--- src/rtl/lsu_ctrl_pkg.sv ---
// Shared widths, access-size encoding and controller state type for the load/store unit.
// Both packages live here because every LSU file needs them together.
package rysyPkg;
    localparam int unsigned REG_LEN = 32;
endpackage

package selectPkg;
    typedef enum logic [2:0] {
        SB  = 3'd0,
        SH  = 3'd1,
        SW  = 3'd2,
        SBU = 3'd3,
        SHU = 3'd4
    } sel_type;

    typedef enum logic [2:0] {
        IDLE = 3'd0,
        REQ  = 3'd1,
        WAIT = 3'd2,
        DONE = 3'd3,
        ERR  = 3'd4
    } lsu_state_t;

    // Misaligned halfword/word, unsigned store sizes and unknown encodings are rejected.
    function automatic logic access_illegal(input sel_type t, input logic we, input logic [1:0] off);
        logic ill;
        case (t)
            SB:      ill = 1'b0;
            SBU:     ill = we;
            SH:      ill = off[0];
            SHU:     ill = off[0] | we;
            SW:      ill = (off != 2'b00);
            default: ill = 1'b1;
        endcase
        return ill;
    endfunction
endpackage

--- src/rtl/lsu_ctrl_select_rd.sv ---
// Load-data extraction: picks the addressed byte/halfword lane and sign- or zero-extends it.
module select_rd
    import rysyPkg::*;
    import selectPkg::*;
(
    input  logic [REG_LEN-1:0] rdata,
    input  sel_type            sel,
    input  logic [1:0]         off,
    output logic [REG_LEN-1:0] rd
);
    logic [7:0]  byte_lane;
    logic [15:0] half_lane;

    always_comb begin
        byte_lane = rdata[7:0];
        case (off)
            2'd0: byte_lane = rdata[7:0];
            2'd1: byte_lane = rdata[15:8];
            2'd2: byte_lane = rdata[23:16];
            2'd3: byte_lane = rdata[31:24];
            default: byte_lane = rdata[7:0];
        endcase
        half_lane = off[1] ? rdata[31:16] : rdata[15:0];
    end

    always_comb begin
        rd = '0;
        case (sel)
            SB:  rd = {{(REG_LEN-8){byte_lane[7]}}, byte_lane};
            SBU: rd = {{(REG_LEN-8){1'b0}}, byte_lane};
            SH:  rd = {{(REG_LEN-16){half_lane[15]}}, half_lane};
            SHU: rd = {{(REG_LEN-16){1'b0}}, half_lane};
            SW:  rd = rdata;
            default: rd = '0;
        endcase
    end
endmodule

--- src/rtl/lsu_ctrl.sv ---
// Load/store unit controller: accepts one core access, runs a single bus request/response
// handshake and returns a one-cycle completion pulse with extended load data or an error.
module lsu_ctrl
    import rysyPkg::*;
    import selectPkg::*;
(
    input  logic               clk,
    input  logic               rst_n,
    input  logic               req_valid,
    output logic               req_ready,
    input  logic               req_we,
    input  sel_type            req_type,
    input  logic [REG_LEN-1:0] req_addr,
    input  logic [REG_LEN-1:0] req_wdata,
    output logic               resp_valid,
    output logic [REG_LEN-1:0] resp_rdata,
    output logic               resp_err,
    output logic               mem_req,
    output logic               mem_we,
    output logic [REG_LEN-1:0] mem_addr,
    output logic [3:0]         mem_be,
    output logic [REG_LEN-1:0] mem_wdata,
    input  logic               mem_gnt,
    input  logic               mem_rvalid,
    input  logic [REG_LEN-1:0] mem_rdata
);
    lsu_state_t         state_q, state_d;
    logic               we_q, we_d;
    sel_type            type_q, type_d;
    logic [1:0]         off_q, off_d;
    logic               req_ready_q, req_ready_d;
    logic               mem_req_q, mem_req_d;
    logic               mem_we_q, mem_we_d;
    logic [REG_LEN-1:0] mem_addr_q, mem_addr_d;
    logic [3:0]         mem_be_q, mem_be_d;
    logic [REG_LEN-1:0] mem_wdata_q, mem_wdata_d;
    logic               resp_valid_q, resp_valid_d;
    logic               resp_err_q, resp_err_d;
    logic [REG_LEN-1:0] resp_rdata_q, resp_rdata_d;

    logic [3:0]         be_c;
    logic [REG_LEN-1:0] wdata_c;
    logic [REG_LEN-1:0] ld_data;

    select_rd u_select_rd (
        .rdata (mem_rdata),
        .sel   (type_q),
        .off   (off_q),
        .rd    (ld_data)
    );

    always_comb begin
        be_c    = 4'b1111;
        wdata_c = req_wdata;
        case (req_type)
            SB, SBU: begin
                be_c    = 4'b0001 << req_addr[1:0];
                wdata_c = {4{req_wdata[7:0]}};
            end
            SH, SHU: begin
                be_c    = 4'b0011 << req_addr[1:0];
                wdata_c = {2{req_wdata[15:0]}};
            end
            default: begin
                be_c    = 4'b1111;
                wdata_c = req_wdata;
            end
        endcase
    end

    always_comb begin
        state_d      = state_q;
        we_d         = we_q;
        type_d       = type_q;
        off_d        = off_q;
        mem_req_d    = mem_req_q;
        mem_we_d     = mem_we_q;
        mem_addr_d   = mem_addr_q;
        mem_be_d     = mem_be_q;
        mem_wdata_d  = mem_wdata_q;
        resp_valid_d = 1'b0;
        resp_err_d   = 1'b0;
        resp_rdata_d = '0;
        case (state_q)
            IDLE: begin
                if (req_valid && req_ready_q) begin
                    we_d   = req_we;
                    type_d = req_type;
                    off_d  = req_addr[1:0];
                    if (access_illegal(req_type, req_we, req_addr[1:0])) begin
                        state_d      = ERR;
                        resp_valid_d = 1'b1;
                        resp_err_d   = 1'b1;
                    end else begin
                        state_d     = REQ;
                        mem_req_d   = 1'b1;
                        mem_we_d    = req_we;
                        mem_addr_d  = {req_addr[REG_LEN-1:2], 2'b00};
                        mem_be_d    = be_c;
                        mem_wdata_d = req_we ? wdata_c : '0;
                    end
                end
            end
            REQ: begin
                if (mem_gnt) begin
                    mem_req_d = 1'b0;
                    if (we_q) begin
                        state_d      = DONE;
                        resp_valid_d = 1'b1;
                    end else begin
                        state_d = WAIT;
                    end
                end
            end
            WAIT: begin
                if (mem_rvalid) begin
                    state_d      = DONE;
                    resp_valid_d = 1'b1;
                    resp_rdata_d = ld_data;
                end
            end
            DONE, ERR: state_d = IDLE;
            default:   state_d = IDLE;
        endcase
        req_ready_d = (state_d == IDLE);
    end

    always_ff @(posedge clk or negedge rst_n) begin
        if (!rst_n) begin
            state_q      <= IDLE;
            we_q         <= 1'b0;
            type_q       <= SB;
            off_q        <= 2'b00;
            req_ready_q  <= 1'b1;
            mem_req_q    <= 1'b0;
            mem_we_q     <= 1'b0;
            mem_addr_q   <= '0;
            mem_be_q     <= '0;
            mem_wdata_q  <= '0;
            resp_valid_q <= 1'b0;
            resp_err_q   <= 1'b0;
            resp_rdata_q <= '0;
        end else begin
            state_q      <= state_d;
            we_q         <= we_d;
            type_q       <= type_d;
            off_q        <= off_d;
            req_ready_q  <= req_ready_d;
            mem_req_q    <= mem_req_d;
            mem_we_q     <= mem_we_d;
            mem_addr_q   <= mem_addr_d;
            mem_be_q     <= mem_be_d;
            mem_wdata_q  <= mem_wdata_d;
            resp_valid_q <= resp_valid_d;
            resp_err_q   <= resp_err_d;
            resp_rdata_q <= resp_rdata_d;
        end
    end

    assign req_ready  = req_ready_q;
    assign mem_req    = mem_req_q;
    assign mem_we     = mem_we_q;
    assign mem_addr   = mem_addr_q;
    assign mem_be     = mem_be_q;
    assign mem_wdata  = mem_wdata_q;
    assign resp_valid = resp_valid_q;
    assign resp_err   = resp_err_q;
    assign resp_rdata = resp_rdata_q;
endmodule

--- config.mk ---
export PLATFORM = sky130hd
export DESIGN_NAME = lsu_ctrl
export DESIGN_NICKNAME = d
export VERILOG_FILES = /design/src/rtl/lsu_ctrl_pkg.sv /design/src/rtl/lsu_ctrl_select_rd.sv /design/src/rtl/lsu_ctrl.sv
export SDC_FILE = /design/constraint.sdc
export NUM_CORES = 1
export LEC_CHECK = 0
export ABC_AREA = 1
export BUFFER_PORTS_ARGS = -buffer_cell sky130_fd_sc_hd__buf_2
export CORE_ASPECT_RATIO = 1.5
export CORE_UTILIZATION = 50
export CTS_BUF_LIST = sky130_fd_sc_hd__clkbuf_16
export DETAILED_ROUTE_END_ITERATION = 12
export GPL_TIMING_DRIVEN = 0
export PLACE_DENSITY = 0.9
export SLEW_MARGIN = 15
export SYNTH_ARGS = -nofsm -noshare
export SYNTH_HDL_FRONTEND = slang
export SYNTH_HIERARCHICAL = 1
export SYNTH_SLANG_ARGS = --single-unit
--- constraint.sdc ---
create_clock -name clk -period 1.8 [get_ports clk]
set_input_delay 0.54 -clock clk [delete_from_list [all_inputs] [get_ports clk]]
set_output_delay 0.54 -clock clk [all_outputs]
set_load 0.01 [all_outputs]
==> flow_metrics.tcl, run 1 <==
set metrics [dict create \
    clock_path_buffers 2 \
    synth-seq-area-share 0.473 \
    cts-resized-gates 0 \
    start_util 0.514 \
    portBuffers 206 \
    syn-mean-instance-area_sq_um 7.06 \
    cts_setup_buffers 0 \
    ys.flop_type "dfrtp_1" \
    synthTopCellsByArea "dfrtp_1 47%, nand2_1 25%, nor2_1 5.5%" \
    synth_edf_count 0 \
    nets 1164 \
    synth_top_area_cell "dfrtp_1" \
    critPathCaptureType "register" \
    r2r_slack_ns 0.12 \
    worst_slack_ns 0.122 \
    r2r-start "state_q[1]" \
    cts.hold.buffers_added 0 \
    drc 0 \
    placed_area_sq_um 7190 \
    grt_antenna_before_repair 0 \
    rr_worst_depth 8 \
    cts_buffers 9 \
    clk_latency_ns 0.36 \
    crit_path_start "state_q[1]" \
    maxSlewViolCount 0 \
    areaGrowthSynthToFinish_pct 26.6 \
    async_flop_share 1.00 \
    diodes 0 \
    cts_tree "done" \
    grt_pass1_wl_mm 26.3 \
    dr.first_iter.drc_count 253 \
    root_buffer "clkbuf_16" \
    core_area_sq_um 11500 \
    peakVddDrop_mv 0.830 \
    die_area_sq_um 12300 \
    grt_pass1_vias 5772 \
    p_leak_uw 0.00460 \
    hpwl_mm 12.4 \
    drive_above_1_share 0.273 \
    post-route-period-util 0.932 \
    cts.sinks 112 \
    io_pins 210 \
    dr.pass1.iters 4 \
    globalplace.congestion 0.913 \
    ant_nets 0 \
    cp_max_fo 10 \
    netlist_top_cells_count "400 x nand2_1, 111 x dfrtp_1, 87 x nor2_1" \
    status "finished, final reports clean" \
    arrival_ns 1.98 \
    start_kind "register" \
    path_clk_slew_ns 0.09 \
    clock.fmax_mhz 596 \
    dp_slack_ns -0.182 \
    die_x_microns 90.9 \
    hp-class "in -> async" \
    h-tree-depth 3 \
    reg2reg_to "mem_wdata[16]" \
    rsz0062_at_grt "no" \
    fin_area_sq_um 7510 \
    synth_cells 840 \
    ys_warn_count 6 \
    max_cap_violations 0 \
    grt_remaining_overflow 0 \
    track_usage 0.272 \
    ys_ff_latch 112 \
    num_vias 6017 \
    crit_type "reg -> reg" \
    fin_hold_ws_ns 0.0659 \
    yosys.cell_types.count 36 \
    period_needed_ns 1.68 \
    powerDensity_nw_per_um2 1480 \
    crit_required_ns 2.10 \
    hold_viol_final 0 \
    yosysMostFrequentCell "nand2_1" \
    setup_viol_count_final 0 \
    viasPerCell 4.96 \
    syn_area_sq_um 5930 \
    rows 48 \
    endpoint "mem_wdata[16]" \
    die_y_microns 135 \
    fin_worst_skew_ns 0.0109 \
    wl_mm 16.2 \
    detail_route.wl_per_cell_microns 13.4 \
    grt_max_degree 82 \
    synth_top_area_share 0.468 \
]
-- per-layer routing --
metal / part of all wire / GRT usage / vias to the layer above
li1: - / - / 2961
met1: 0.37 / 0.307 / 2719
met2: 0.51 / 0.484 / 293
met3: 0.080 / 0.0556 / 44
met4: 0.039 / 0.141 / 0
met5: 0 / 0 / -
-- sequential cells by signal, indices dropped and copies added (netlist names), 2 cells and up --
register	count
off_q	2
mem_be	4
mem_wdata	32
type_q	3
mem_addr	30
resp_rdata	32
state_q	3
-- final cells by class --
type | instances | area, sq um
fillers | 1043 | 4020
flip-flops and latches | 112 | 2800
multi-input cells | 617 | 2610
repair buffers | 207 | 1060
inverters | 74 | 285
plain buffers | 38 | 241
clock buffers | 9 | 225
well taps | 150 | 188
clock inverters | 7 | 93.8
-- placed cells by master, fill, tap and decap left out, drive strengths merged --
| cell | synthesis | routed |
|---|---|---|
| clkinv | 1 | 2 |
| buf | 31 | 238 |
| nand4 | 3 | 3 |
| clkbuf | 7 | 16 |
| inv | 73 | 79 |
| a21boi | 1 | 1 |
| a21oi | 12 | 12 |
| nand3b | 1 | 1 |
| o21ai | 23 | 23 |
| nor2 | 94 | 94 |
| or2 | 16 | 16 |
| dfstp | 1 | 1 |
| nand2 | 417 | 417 |
| dfrtp | 111 | 111 |
| nor3 | 1 | 1 |
| o211ai | 2 | 2 |
| nand3 | 45 | 45 |
| conb | 1 | 2 |
-- stage by stage --
stage	power [uW]	instances	TNS (ns)	util
after floorplan	7220	841	0	-
after global placement	8860	1197	-132.29	0.620
after detailed placement	9030	1198	-8.95	0.623
after CTS	11200	1214	0	0.651
after global routing	12000	1214	0	0.651
final	11100	1214	0	0.651
-- worst max-delay path, cell delays in order, from the launching register on --
cell	delay, ns
dfrtp_1	0.40
nor2_2	0.15
inv_1	0.06
nor2_2	0.26
nand2_1	0.19
nor2_4	0.23
buf_6	0.17
nand2_1	0.09
nand2_1	0.07
-- where the power goes --
group | switching [uW] | total [uW] | internal, uW
sequential | 498 | 3930 | 3430
clock | 1080 | 2110 | 1030
combinational | 3160 | 5090 | 1930
-- cell families after synthesis --
family          synth area share
compound gates            0.0359
buf+inv                   0.0888
flops                      0.473
other cells             0.000632
simple gates               0.402
-- worst min path at each step --
| stage | from | end | slack [ns] | cells past startpoint |
|---|---|---|---|---|
| finish | rst_n | mem_wdata[23] | 0.07 | 1 |
| global route | rst_n | mem_be[1] | 0.07 | 1 |
| CTS | rst_n | mem_wdata[21] | 0.06 | 1 |
| detailed placement | rst_n | resp_rdata[6] | 0.45 | 1 |
| global placement | mem_wdata[18] | mem_wdata[18] | 0.46 | 2 |
| floorplan | rst_n | mem_addr[10] | 0.24 | 0 |
Power figures use the tool's default switching activity.
==> inputs of run 2 (changes only) <==
--- a/config.mk
+++ b/config.mk
@@ -7,12 +7,14 @@
 export LEC_CHECK = 0
 export ABC_AREA = 1
 export BUFFER_PORTS_ARGS = -buffer_cell sky130_fd_sc_hd__buf_2
+export CELL_PAD_IN_SITES_DETAIL_PLACEMENT = 2
+export CELL_PAD_IN_SITES_GLOBAL_PLACEMENT = 2
 export CORE_ASPECT_RATIO = 1.5
-export CORE_UTILIZATION = 50
+export CORE_UTILIZATION = 27
 export CTS_BUF_LIST = sky130_fd_sc_hd__clkbuf_16
 export DETAILED_ROUTE_END_ITERATION = 12
 export GPL_TIMING_DRIVEN = 0
-export PLACE_DENSITY = 0.9
+export PLACE_DENSITY = 0.91
 export SLEW_MARGIN = 15
 export SYNTH_ARGS = -nofsm -noshare
 export SYNTH_HDL_FRONTEND = slang
==> run 2 against run 1 <==
Against the previous run: total power up 3.0%; critical path depth did not move; cell area grew 2.0%; non-clock buffer count did not move; critical path type unchanged; critical endpoint is now resp_rdata[15]; clock skew increased by 0.0034 ns; sequential power about the same; via count is 3.1% higher.
==> flow_metrics.tcl, run 2 (same netlist as run 1, synthesis figures left out) <==
set metrics [dict create \
    peakVddDrop_mv 0.596 \
    num_vias 6204 \
    max_cap_violations 0 \
    diodes 0 \
    grt_pass1_vias 6795 \
    dr.pass1.iters 4 \
    start_util 0.274 \
    p_clk_frac 0.181 \
    cp_cell_sequence "o21ai_1 > buf_2 > nand3_1 > nand2_1 > inv_1 > nand2_1 > nand2_1 > nor2_1" \
    detail_route.wl_per_cell_microns 16.7 \
    p_leak_uw 0.00460 \
    seqPwrFrac 0.345 \
    cts_setup_buffers 0 \
    slowest_delay_ns 0.44 \
    die_y_microns 184 \
    hp-class "in -> async" \
    final_cell_mix "400 x nand2_1, 219 x buf_2, 111 x dfrtp_1, 87 x nor2_1, 67 x inv_1" \
    p_comb_frac 0.474 \
    start_kind "register" \
    final_cells 1336 \
    rows 66 \
    io_pins 210 \
    cp_max_fo 10 \
    status "finished, final reports clean" \
    wl_mm 22.3 \
    viasPerCell 4.64 \
    tightest_slew_ns 0.582 \
    hpwl_mm 17.5 \
    total_power_uw 11500 \
    critPathCaptureType "register" \
    fin_worst_skew_ns 0.0143 \
    nets 1164 \
    cts.sinks 112 \
    post-route-period-util 0.925 \
    placedCellCount 1320 \
    fill_cells 2650 \
    crit_required_ns 2.09 \
    globalplace.congestion 0.857 \
    drc 0 \
    path_clk_slew_ns 0.08 \
    grt_antenna_before_repair 0 \
    crit_type "reg -> reg" \
    worst_slack_ns 0.135 \
    grt_pass1_wl_mm 35.1 \
    h-tree-depth 3 \
    core_area_sq_um 21600 \
    cts_buffers 9 \
    drive_above_1_share 0.275 \
    arrival_ns 1.95 \
    powerDensity_nw_per_um2 1500 \
    cts.hold.buffers_added 0 \
    clock_path_buffers 2 \
    fin_hold_ws_ns 0.0664 \
    dr.first_iter.drc_count 187 \
    crit_slowest_cell "dfrtp_1" \
    clk_latency_ns 0.37 \
    switching_share 0.446 \
    setup_viol_count_final 0 \
    layout_commonest_cell "nand2_1" \
    dp_slack_ns -0.285 \
    cp_common_cell "nand2_1" \
    switching_power_uw 5110 \
    cts_tree "done" \
    die_area_sq_um 22600 \
    period_needed_ns 1.66 \
    grt_remaining_overflow 0 \
    relSlewSlack 0.612 \
    die_x_microns 123 \
    cts-resized-gates 0 \
    root_buffer "clkbuf_16" \
    power.internal_uw 6350 \
    rsz0062_at_grt "no" \
    ant_nets 0 \
    track_usage 0.206 \
    hold_viol_final 0 \
    portBuffers 206 \
    fin_util 0.354 \
    clock.fmax_mhz 601 \
    grt_max_degree 79 \
    areaGrowthSynthToFinish_pct 29.1 \
    maxSlewViolCount 0 \
]
run 2: routing by layer:
metal	global-route usage	share of wire
met5	0	0
met4	0.0983	0.038
met3	0.0481	0.055
met2	0.383	0.54
met1	0.212	0.37
run 2: worst paths after layout:
check	start	end	slack, ns	cells past startpoint
max	type_q[1]	resp_rdata[15]	0.14	8
min	rst_n	mem_wdata[20]	0.07	1
max reg2reg	type_q[1]	resp_rdata[15]	0.14	8
min reg2reg	mem_wdata[12]	mem_wdata[12]	0.48	2
max in group asynchronous	rst_n	resp_rdata[19]	0.99	2
min in group clk	req_addr[27]	mem_addr[27]	0.35	3
run 2: power groups by stage:
stage                     clock network (uW)  logic [uW]  registers, uW
after floorplan                            0        2890           4340
after global placement                     0        5230           3950
after detailed placement                   0        5490           4000
after CTS                               2170        5530           3970
after global routing                    2220        6130           4070
final                                   2080        5430           3950
run 2: stage by stage:
step / TNS, ns / area (sq um)
2_1_floorplan: 0 / 5940
3_3_place_gp: -167.34 / 7310
3_5_place_dp: -14.62 / 7340
4_1_cts: 0 / 7640
5_1_grt: 0 / 7660
6_report: 0 / 7660
run 2: area by class of cell:
type                            count  area (sq um)  area share
Sequential cell                   112          2800       0.366
Timing Repair Buffer              207          1060       0.139
Tap cell                          272           340      0.0444
Clock buffer                        9           225      0.0294
Buffer                             38           244      0.0319
Multi-Input combinational cell    617          2620       0.342
Inverter                           74           285      0.0372
Clock inverter                      7          73.8     0.00964
run 2: worst max-delay path: cells and delay by family, from the launching register on:
family	cells	cell delay [ns]
DFF	1	0.44
and+or+nand+nor	5	0.53
AOI/OAI and AO/OA	1	0.27
buffers and inverters	2	0.35
==> inputs of run 3 (changes only) <==
--- a/config.mk
+++ b/config.mk
@@ -14,6 +14,7 @@
 export CTS_BUF_LIST = sky130_fd_sc_hd__clkbuf_16
 export DETAILED_ROUTE_END_ITERATION = 12
 export GPL_TIMING_DRIVEN = 0
+export MAX_ROUTING_LAYER = met4
 export PLACE_DENSITY = 0.91
 export SLEW_MARGIN = 15
 export SYNTH_ARGS = -nofsm -noshare
==> run 3 against run 2 <==
Against the previous run: via count increased by 0.11%; die area unchanged; count of clock-buffer cells in the layout unchanged; final cell count about the same; clock skew decreased by 0.0026 ns; global-route usage increased by 0.69 points; total power decreased by 0.56%; cell area decreased by 0.23%; register-to-register slack about the same; critical path type unchanged; critical endpoint is now mem_wdata[4]; largest cell class unchanged.
==> flow_metrics.tcl, run 3 (same netlist as run 1, synthesis figures left out) <==
set metrics [dict create \
    status "finished, final reports clean" \
    hpwl_mm 17.6 \
    tns_ns 0 \
    hp-class "in -> async" \
    maxSlewViolCount 0 \
    clock.fmax_mhz 602 \
    p_leak_uw 0.00459 \
    top_layer "met4" \
    h-tree-depth 3 \
    powerDensity_nw_per_um2 1490 \
    regArea_sq_um 2800 \
    setup_viol_count_final 0 \
    io_pins 210 \
    wl_met3_mm 1.06 \
    path_clk_slew_ns 0.08 \
    worst_slack_ns 0.138 \
    die_area_sq_um 22600 \
    ant_nets 0 \
    cts_setup_buffers 0 \
    grt_antenna_before_repair 1 \
    detail_route.wl_per_cell_microns 16.8 \
    num_vias 6211 \
    drc 0 \
    cp_max_fo 10 \
    r2r-start "state_q[1]" \
    critPathCaptureType "register" \
    p_comb_frac 0.476 \
    drive_above_1_share 0.271 \
    period_needed_ns 1.66 \
    final_cells 1337 \
    arrival_ns 1.91 \
    fin_hold_ws_ns 0.0702 \
    dr.pass1.iters 4 \
    globalplace.congestion 0.871 \
    crit_type "reg -> reg" \
    cp_common_cell "nand2_1" \
    areaGrowthSynthToFinish_pct 28.8 \
    total_power_uw 11400 \
    rr_worst_depth 7 \
    wl_met2_mm 12.2 \
    grt_pass1_wl_mm 35.1 \
    max_cap_violations 0 \
    die_x_microns 123 \
    wl_mm 22.5 \
    die_y_microns 184 \
    rows 66 \
    clock_path_buffers 2 \
    cts.sinks 112 \
    root_buffer "clkbuf_16" \
    dp_slack_ns -0.299 \
    dr.first_iter.drc_count 221 \
    rsz0062_at_grt "no" \
    crit_path_start "state_q[1]" \
    p_clk_frac 0.176 \
    power.internal_uw 6330 \
    fill_cells 2666 \
    cts_tree "done" \
    clk_latency_ns 0.37 \
    grt_remaining_overflow 0 \
    crit_required_ns 2.05 \
    switching_share 0.445 \
    start_kind "register" \
    slowest_delay_ns 0.40 \
    grt_pass1_vias 6802 \
    portBuffers 206 \
    cp_cell_sequence "nor2_2 > inv_1 > nor2_4 > nand4_4 > buf_2 > nand2_1 > nand2_1" \
    switching_power_uw 5070 \
    wl_met1_mm 8.50 \
    placedCellCount 1320 \
    nets 1164 \
    track_usage 0.213 \
    final_cell_mix "400 x nand2_1, 219 x buf_2, 111 x dfrtp_1, 87 x nor2_1, 69 x inv_1" \
    peakVddDrop_mv 0.574 \
    seqPwrFrac 0.348 \
    hold_viol_final 0 \
    cts_buffers 9 \
    relSlewSlack 0.617 \
    viasPerCell 4.65 \
    start_util 0.274 \
    fin_worst_skew_ns 0.0117 \
    grt_max_degree 79 \
    core_area_sq_um 21600 \
    tightest_slew_ns 0.574 \
    layout_commonest_cell "nand2_1" \
    crit_slowest_cell "dfrtp_1" \
    post-route-period-util 0.923 \
    cts.hold.buffers_added 0 \
    multiInputGateArea_sq_um 2620 \
]
-- run 3: changes by cell type in the layout (fill, tap and decap cells not counted), sizes merged --
| cell | previous run | this run |
|---|---|---|
| clkinv | 6 | 5 |
| diode | 0 | 1 |
| inv | 75 | 76 |
-- run 3: cell type report --
cell class | count | share of cell area
well taps | 272 | 0.0445
repair buffers | 207 | 0.139
plain buffers | 38 | 0.0319
flip-flops and latches | 112 | 0.367
inverters | 74 | 0.0373
diodes | 1 | 0.000327
clock buffers | 9 | 0.0295
multi-input cells | 617 | 0.343
clock inverters | 7 | 0.00769
-- run 3: final timing paths --
path                            endpoint  slack (ns)
max                         mem_wdata[4]        0.14
min                        resp_rdata[5]        0.07
max in group asynchronous      req_ready        1.00
max reg2reg                 mem_wdata[4]        0.14
min reg2reg                mem_wdata[12]        0.48
min in group clk            mem_addr[24]        0.36
-- run 3: through the flow --
step                 util  instance area [sq um]
floorplan               -                   5940
global placement    0.338                   7310
detailed placement  0.339                   7340
CTS                 0.353                   7630
global route        0.353                   7640
finish              0.353                   7640
-- run 3: power groups by stage --
stage | Sequential [uW] | Clock, uW | Combinational (uW)
6_report | 3970 | 2010 | 5420
5_1_grt | 4070 | 2160 | 6060
4_1_cts | 3980 | 2100 | 5520
3_5_place_dp | 4010 | 0 | 5470
3_3_place_gp | 3950 | 0 | 5230
2_1_floorplan | 4340 | 0 | 2890
-- run 3: what timing repair did --
action,CTS,global route
endpoints found under the setup margin,1,11
hold endpoints to repair,0,0
resized for setup,1,3
-- run 3: per-layer routing --
| layer | vias up | global-route usage |
|---|---|---|
| met2 | 164 | 0.393 |
| met5 | - | - |
| li1 | 2962 | - |
| met4 | 0 | 0.0843 |
| met3 | 35 | 0.0422 |
| met1 | 3050 | 0.216 |
-- run 3: critical path: cells and delay by family (launching register included) --
| family | cells | cell delay [ns] |
|---|---|---|
| and+or+nand+nor | 5 | 0.76 |
| DFF | 1 | 0.40 |
| buffers and inverters | 2 | 0.37 |
